**config.mk**
```make
export PLATFORM = sky130hd
export DESIGN_NAME = pin_driver
export DESIGN_NICKNAME = d
export VERILOG_FILES = /design/src/rtl/pin_driver.sv
export SDC_FILE = /design/constraint.sdc
export NUM_CORES = 1
export LEC_CHECK = 0
export CAP_MARGIN = 0
export CORE_ASPECT_RATIO = 0.75
export CORE_MARGIN = 8
export CORE_UTILIZATION = 40
export CTS_BUF_LIST = sky130_fd_sc_hd__clkbuf_4 sky130_fd_sc_hd__clkbuf_8
export DETAILED_ROUTE_END_ITERATION = 10
export GPL_ROUTABILITY_DRIVEN = 0
export PLACE_DENSITY_LB_ADDON = 0.08
export SLEW_MARGIN = 40
export SYNTH_ARGS = -nofsm -noshare
export SYNTH_HDL_FRONTEND = slang
export SYNTH_SLANG_ARGS = --single-unit
```
**constraint.sdc**
```tcl
create_clock -name clk -period 1.8 [get_ports clk]
set_input_delay 0.18 -clock clk [delete_from_list [all_inputs] [get_ports clk]]
set_output_delay 0.18 -clock clk [all_outputs]
set_load 0.02 [all_outputs]
```
**src/rtl/pin_driver.sv**
```systemverilog
// Pin output stage: static levels, polarity, step-pulse generators and latched shutdown, configured over Wishbone.
// Optional per-channel step counters at addresses 8+k are enabled by defining PIN_DRIVER_STEP_COUNT_EN.
module pin_driver #(
    parameter int NUM_PINS = 8,
    parameter int NUM_STEP = 2,
    parameter int PW_W     = 8
) (
    input  logic                clk,
    input  logic                rst,
    input  logic [NUM_STEP-1:0] step_pulse,
    input  logic                pin_shutdown,
    output logic [NUM_PINS-1:0] pins_out,
    input  logic                wb_stb_i,
    input  logic                wb_cyc_i,
    input  logic                wb_we_i,
    input  logic [3:0]          wb_adr_i,
    input  logic [31:0]         wb_dat_i,
    output logic [31:0]         wb_dat_o,
    output logic                wb_ack_o
);

    typedef enum logic [1:0] {
        ST_IDLE = 2'd0,
        ST_HIGH = 2'd1,
        ST_LOW  = 2'd2
    } step_state_e;

    localparam logic [PW_W-1:0] PW_ONE = PW_W'(1);

    logic [NUM_PINS-1:0] polarity_q, polarity_d;
    logic [NUM_PINS-1:0] static_q, static_d;
    logic [NUM_PINS-1:0] safe_q, safe_d;
    logic [NUM_PINS-1:0] pins_q, pins_d;
    logic [NUM_PINS-1:0] raw;
    logic [PW_W-1:0]     pw_q, pw_d;
    logic [PW_W-1:0]     reload;
    logic                shutdown_q, shutdown_d;
    logic [NUM_STEP-1:0] overflow_q, overflow_d;
    logic [NUM_STEP-1:0] pending_q, pending_d;
    logic [NUM_STEP-1:0] step_out, busy, enter_high;
    step_state_e         state_q [NUM_STEP];
    step_state_e         state_d [NUM_STEP];
    logic [PW_W-1:0]     cnt_q [NUM_STEP];
    logic [PW_W-1:0]     cnt_d [NUM_STEP];
    logic                ack_q, ack_d;
    logic [31:0]         dat_q, dat_d;
    logic                req, wr_en, stat_wr;
    logic                unused_wb_dat;
`ifdef PIN_DRIVER_STEP_COUNT_EN
    logic [31:0]         scnt_q [NUM_STEP];
    logic [31:0]         scnt_d [NUM_STEP];
`endif

    assign unused_wb_dat = ^wb_dat_i;

    always_comb begin : bus_decode
        req     = wb_stb_i & wb_cyc_i & ~ack_q;
        wr_en   = req & wb_we_i;
        stat_wr = wr_en && (wb_adr_i == 4'd3);
    end

    always_comb begin : reg_next
        polarity_d = polarity_q;
        static_d   = static_q;
        pw_d       = pw_q;
        safe_d     = safe_q;
        if (wr_en) begin
            case (wb_adr_i)
                4'd0:    polarity_d = wb_dat_i[NUM_PINS-1:0];
                4'd1:    static_d   = wb_dat_i[NUM_PINS-1:0];
                4'd2:    pw_d       = wb_dat_i[PW_W-1:0];
                4'd4:    safe_d     = wb_dat_i[NUM_PINS-1:0];
                default: ;
            endcase
        end
        // A new shutdown request outranks a simultaneous clear.
        shutdown_d = pin_shutdown | (shutdown_q & ~(stat_wr & wb_dat_i[0]));
    end

    always_comb begin : read_next
        ack_d = req;
        dat_d = '0;
        if (req) begin
            case (wb_adr_i)
                4'd0: dat_d[NUM_PINS-1:0] = polarity_q;
                4'd1: dat_d[NUM_PINS-1:0] = static_q;
                4'd2: dat_d[PW_W-1:0]     = pw_q;
                4'd3: begin
                    dat_d[0]             = shutdown_q;
                    dat_d[8 +: NUM_STEP]  = overflow_q;
                    dat_d[16 +: NUM_STEP] = busy;
                end
                4'd4: dat_d[NUM_PINS-1:0] = safe_q;
                default: ;
            endcase
`ifdef PIN_DRIVER_STEP_COUNT_EN
            for (int unsigned k = 0; k < NUM_STEP; k++) begin
                if (wb_adr_i == 4'(8 + k)) dat_d = scnt_q[k];
            end
`endif
        end
    end

    always_comb begin : step_outputs
        for (int unsigned k = 0; k < NUM_STEP; k++) begin
            step_out[k] = (state_q[k] == ST_HIGH);
            busy[k]     = (state_q[k] != ST_IDLE);
        end
    end

    always_comb begin : step_next
        reload = (pw_q == '0) ? '0 : pw_q - PW_ONE;
        for (int unsigned k = 0; k < NUM_STEP; k++) begin
            state_d[k]    = state_q[k];
            cnt_d[k]      = cnt_q[k];
            pending_d[k]  = pending_q[k];
            overflow_d[k] = overflow_q[k] & ~(stat_wr & wb_dat_i[8 + k]);
            enter_high[k] = 1'b0;
            if (shutdown_d) begin
                state_d[k]   = ST_IDLE;
                cnt_d[k]     = '0;
                pending_d[k] = 1'b0;
            end else begin
                case (state_q[k])
                    ST_IDLE: begin
                        if (step_pulse[k]) begin
                            state_d[k]    = ST_HIGH;
                            cnt_d[k]      = reload;
                            enter_high[k] = 1'b1;
                        end
                    end
                    ST_HIGH: begin
                        if (cnt_q[k] == '0) begin
                            state_d[k] = ST_LOW;
                            cnt_d[k]   = reload;
                        end else begin
                            cnt_d[k] = cnt_q[k] - PW_ONE;
                        end
                        if (step_pulse[k]) begin
                            if (pending_q[k]) overflow_d[k] = 1'b1;
                            else              pending_d[k]  = 1'b1;
                        end
                    end
                    ST_LOW: begin
                        if (cnt_q[k] == '0) begin
                            // A step arriving as the gap ends is served directly; with a pending
                            // step it becomes the new pending one.
                            if (pending_q[k] | step_pulse[k]) begin
                                state_d[k]    = ST_HIGH;
                                cnt_d[k]      = reload;
                                enter_high[k] = 1'b1;
                                pending_d[k]  = pending_q[k] & step_pulse[k];
                            end else begin
                                state_d[k] = ST_IDLE;
                            end
                        end else begin
                            cnt_d[k] = cnt_q[k] - PW_ONE;
                            if (step_pulse[k]) begin
                                if (pending_q[k]) overflow_d[k] = 1'b1;
                                else              pending_d[k]  = 1'b1;
                            end
                        end
                    end
                    default: state_d[k] = ST_IDLE;
                endcase
            end
        end
    end

`ifdef PIN_DRIVER_STEP_COUNT_EN
    always_comb begin : count_next
        for (int unsigned k = 0; k < NUM_STEP; k++) begin
            scnt_d[k] = scnt_q[k] + {31'b0, enter_high[k]};
            if (wr_en && (wb_adr_i == 4'(8 + k))) scnt_d[k] = wb_dat_i;
        end
    end
`endif

    always_comb begin : pins_next
        raw = static_q;
        for (int unsigned k = 0; k < NUM_STEP; k++) begin
            raw[k] = static_q[k] | step_out[k];
        end
        pins_d = shutdown_d ? safe_q : (raw ^ polarity_q);
    end

    always_ff @(posedge clk) begin
        if (rst) begin
            polarity_q <= '0;
            static_q   <= '0;
            safe_q     <= '0;
            pw_q       <= '0;
            shutdown_q <= 1'b0;
            overflow_q <= '0;
            pending_q  <= '0;
            pins_q     <= '0;
            ack_q      <= 1'b0;
            dat_q      <= '0;
            for (int unsigned k = 0; k < NUM_STEP; k++) begin
                state_q[k] <= ST_IDLE;
                cnt_q[k]   <= '0;
`ifdef PIN_DRIVER_STEP_COUNT_EN
                scnt_q[k]  <= '0;
`endif
            end
        end else begin
            polarity_q <= polarity_d;
            static_q   <= static_d;
            safe_q     <= safe_d;
            pw_q       <= pw_d;
            shutdown_q <= shutdown_d;
            overflow_q <= overflow_d;
            pending_q  <= pending_d;
            pins_q     <= pins_d;
            ack_q      <= ack_d;
            dat_q      <= dat_d;
            for (int unsigned k = 0; k < NUM_STEP; k++) begin
                state_q[k] <= state_d[k];
                cnt_q[k]   <= cnt_d[k];
`ifdef PIN_DRIVER_STEP_COUNT_EN
                scnt_q[k]  <= scnt_d[k];
`endif
            end
        end
    end

    assign pins_out = pins_q;
    assign wb_dat_o = dat_q;
    assign wb_ack_o = ack_q;

endmodule

```
==> reports/qor.yml <==
die_x_um: 135
fin_crit_ps: 1870
clkSinkCount: 78
synth-compound-area-share: 0.170
whs_ps: 464
start_util: 0.412
start_kind: "register"
required_ps: 2040
antenna_found_initial: 0
core_area_sq_um: 10300
post-route-period-util: 1.04
maxCapViolations: 0
grt_pass1_wl_um: 18600
clk_latency_ps: 360
overflow: 0
synth_area_sq_um: 4240
arrival_ps: 2110
worst_pin_slew_ps: 575
htree_levels: 3
grt_usage: 0.161
wl_um: 11600
syn_inst: 477
ant_nets: 0
drt-vias-per-instance: 5.20
cts-root-buf: "clkbuf_8"
synth_warnings: 0
synth_top_area_share: 0.368
end_kind: "register"
wire_per_inst_um: 15.9
synthSimpleGateAreaFrac: 0.219
ys_types: 64
n_antenna_cell: 0
hold_viol_final: 0
path_class: "reg -> reg"
syn_avg_cell_area_sq_um: 8.88
num_vias: 3773
synth_most_common_cell: "dfxtp_1"
grt_max_degree: 42
rows: 32
setup_viol: 4
yosys_register_bits: 78
synthAdderAreaFrac: 0.0384
cts_buffers: 9
ioPinCount: 85
power_leakage_nw: 2.12
final.setup.worst_slack_ps: -71.3
placed_area_sq_um: 5160
power_density_nw_per_um2: 685
path_max_fanout: 5
pre_cts_ws_ps: -177
max_slew_margin: 0.614
first_pass_iters: 4
clkTransAtPathRegs_ps: 80
holdBufCountCts: 0
hpwl_um: 8320
ys.flop_type: "dfxtp_1"
ys_top_cells_by_area: "dfxtp_1 (37%), mux2i_1 (9.4%), nor2_1 (6.5%), buf_4 (4.6%), ha_1 (3.8%)"
worst_ir_drop_vdd_v: 0.000334
drive_gt1_frac: 0.264
status: "finished with violations"
synthMuxAreaShare: 0.0998
dieArea_sq_um: 14200
cts_buffer_depth: 2
synth-edff-count: 0
yosys.area.top_type: "dfxtp_1"
synth_top_family_by_area: "simple AND/OR/NAND/NOR gates"
fin_area_sq_um: 5650
port_buffers: 42
violations: "setup timing"
final_nets: 642
synthToLayoutAreaGrowth_pct: 33.4
hold_path.class: "reg -> reg"
drcViolationCount: 0
cts_tree: "built"
grt_pass1_vias: 3708
ys_top_cells_by_count: "dfxtp_1 (78), nor2_1 (73), mux2i_1 (40)"
power_mw: 3.87
seq_area_frac_synth: 0.368
fmax_mhz: 534
synth-xor-area-share: 0.0227
postLayoutCoreUtil: 0.549
die_y_um: 105
async_flop_share: 0
worst_clock_skew_ps: 5.16
drt_iter0_markers: 165
grt_setup_unrepaired: "yes"
maxSlewViolCount: 0
[what timing repair did]
| action | CTS | global route |
|---|---|---|
| resized for setup | 15 | 41 |
| pin swaps | 4 | 17 |
| cloned | 1 | 1 |
| endpoints found under the setup margin | 11 | 16 |
| setup buffers | 1 | 5 |
[worst paths after layout]
check	startpoint	end	slack, ps	cells after the start
worst max-delay path	pw_q[0]	cnt_q[0][2]	-70	8
worst min-delay path	overflow_q[1]	wb_dat_o[9]	460	1
worst max register to register	pw_q[0]	cnt_q[0][2]	-70	8
worst min register to register	overflow_q[1]	wb_dat_o[9]	460	1
[report_power, final]
group,internal (mW),total (mW),switching [mW]
registers,1.74,1.76,0.0140
logic,0.230,0.514,0.284
clock network,0.934,1.60,0.664
total,2.91,3.87,0.962
[registers in the layout (all words and copies together), names as in the netlist]
| register | count |
|---|---|
| wb_dat_o | 12 |
| polarity_q | 8 |
| overflow_q | 2 |
| wb_ack_o | 1 |
| state_q | 4 |
| pins_out | 8 |
| cnt_q | 16 |
| static_q | 8 |
| pw_q | 8 |
| safe_q | 8 |
| shutdown_q | 1 |
| pending_q | 2 |
[logic make-up (layout without fill, tap and decap cells)]
family,Yosys count,in the layout
AO/OA/AOI/OAI,102,102
XOR/XNOR,11,11
adder cells (fa/ha/maj),13,13
buffers and inverters,59,153
flip-flops,78,78
multiplexers,41,41
other,1,20
AND/OR/NAND/NOR,172,172
[per-layer routing]
layer	wire [um]	part of all wire	global-route usage
met3	735	0.064	0.0440
met2	4830	0.42	0.236
met1	5840	0.51	0.224
met5	0	0	0
met4	143	0.012	0.0488
[through the flow]
| step | instances | TNS, ps |
|---|---|---|
| detailed placement | 702 | -5970 |
| floorplan | 496 | 0 |
| global route | 726 | -944 |
| finish | 726 | -141 |
| global placement | 702 | -4500 |
| CTS | 720 | -74.4 |
[cells in the final DEF (no fill, tap or decap), drive strengths merged, types with 8 or more instances in the layout]
cell type	n
a21oi	32
a22oi	8
buf	76
clkbuf	11
clkdlybuf4s50	42
conb	20
dfxtp	78
ha	13
inv	18
mux2i	40
nand2	24
nand3	10
nor2	74
nor2b	10
nor3	19
o21ai	26
xnor2	10
[critical path: stages (launching register included)]
cell and delay, ps:
dfxtp_2 330, inv_2 60, ha_4 130, or4b_4 510, o41ai_4 300, buf_4 180, nor2_2 30, o21ai_1 130
a21oi_1 80
[cell type report]
type                       count  area, sq um
fill                         930         4640
multi-input combinational    359         2570
sequential                    78         1570
timing repair buffer         119         1030
tap                          136          170
clock buffer                  10          131
clock inverter                 6          110
inverter                      18         67.6
No activity file was read; power rests on OpenSTA's default activity.
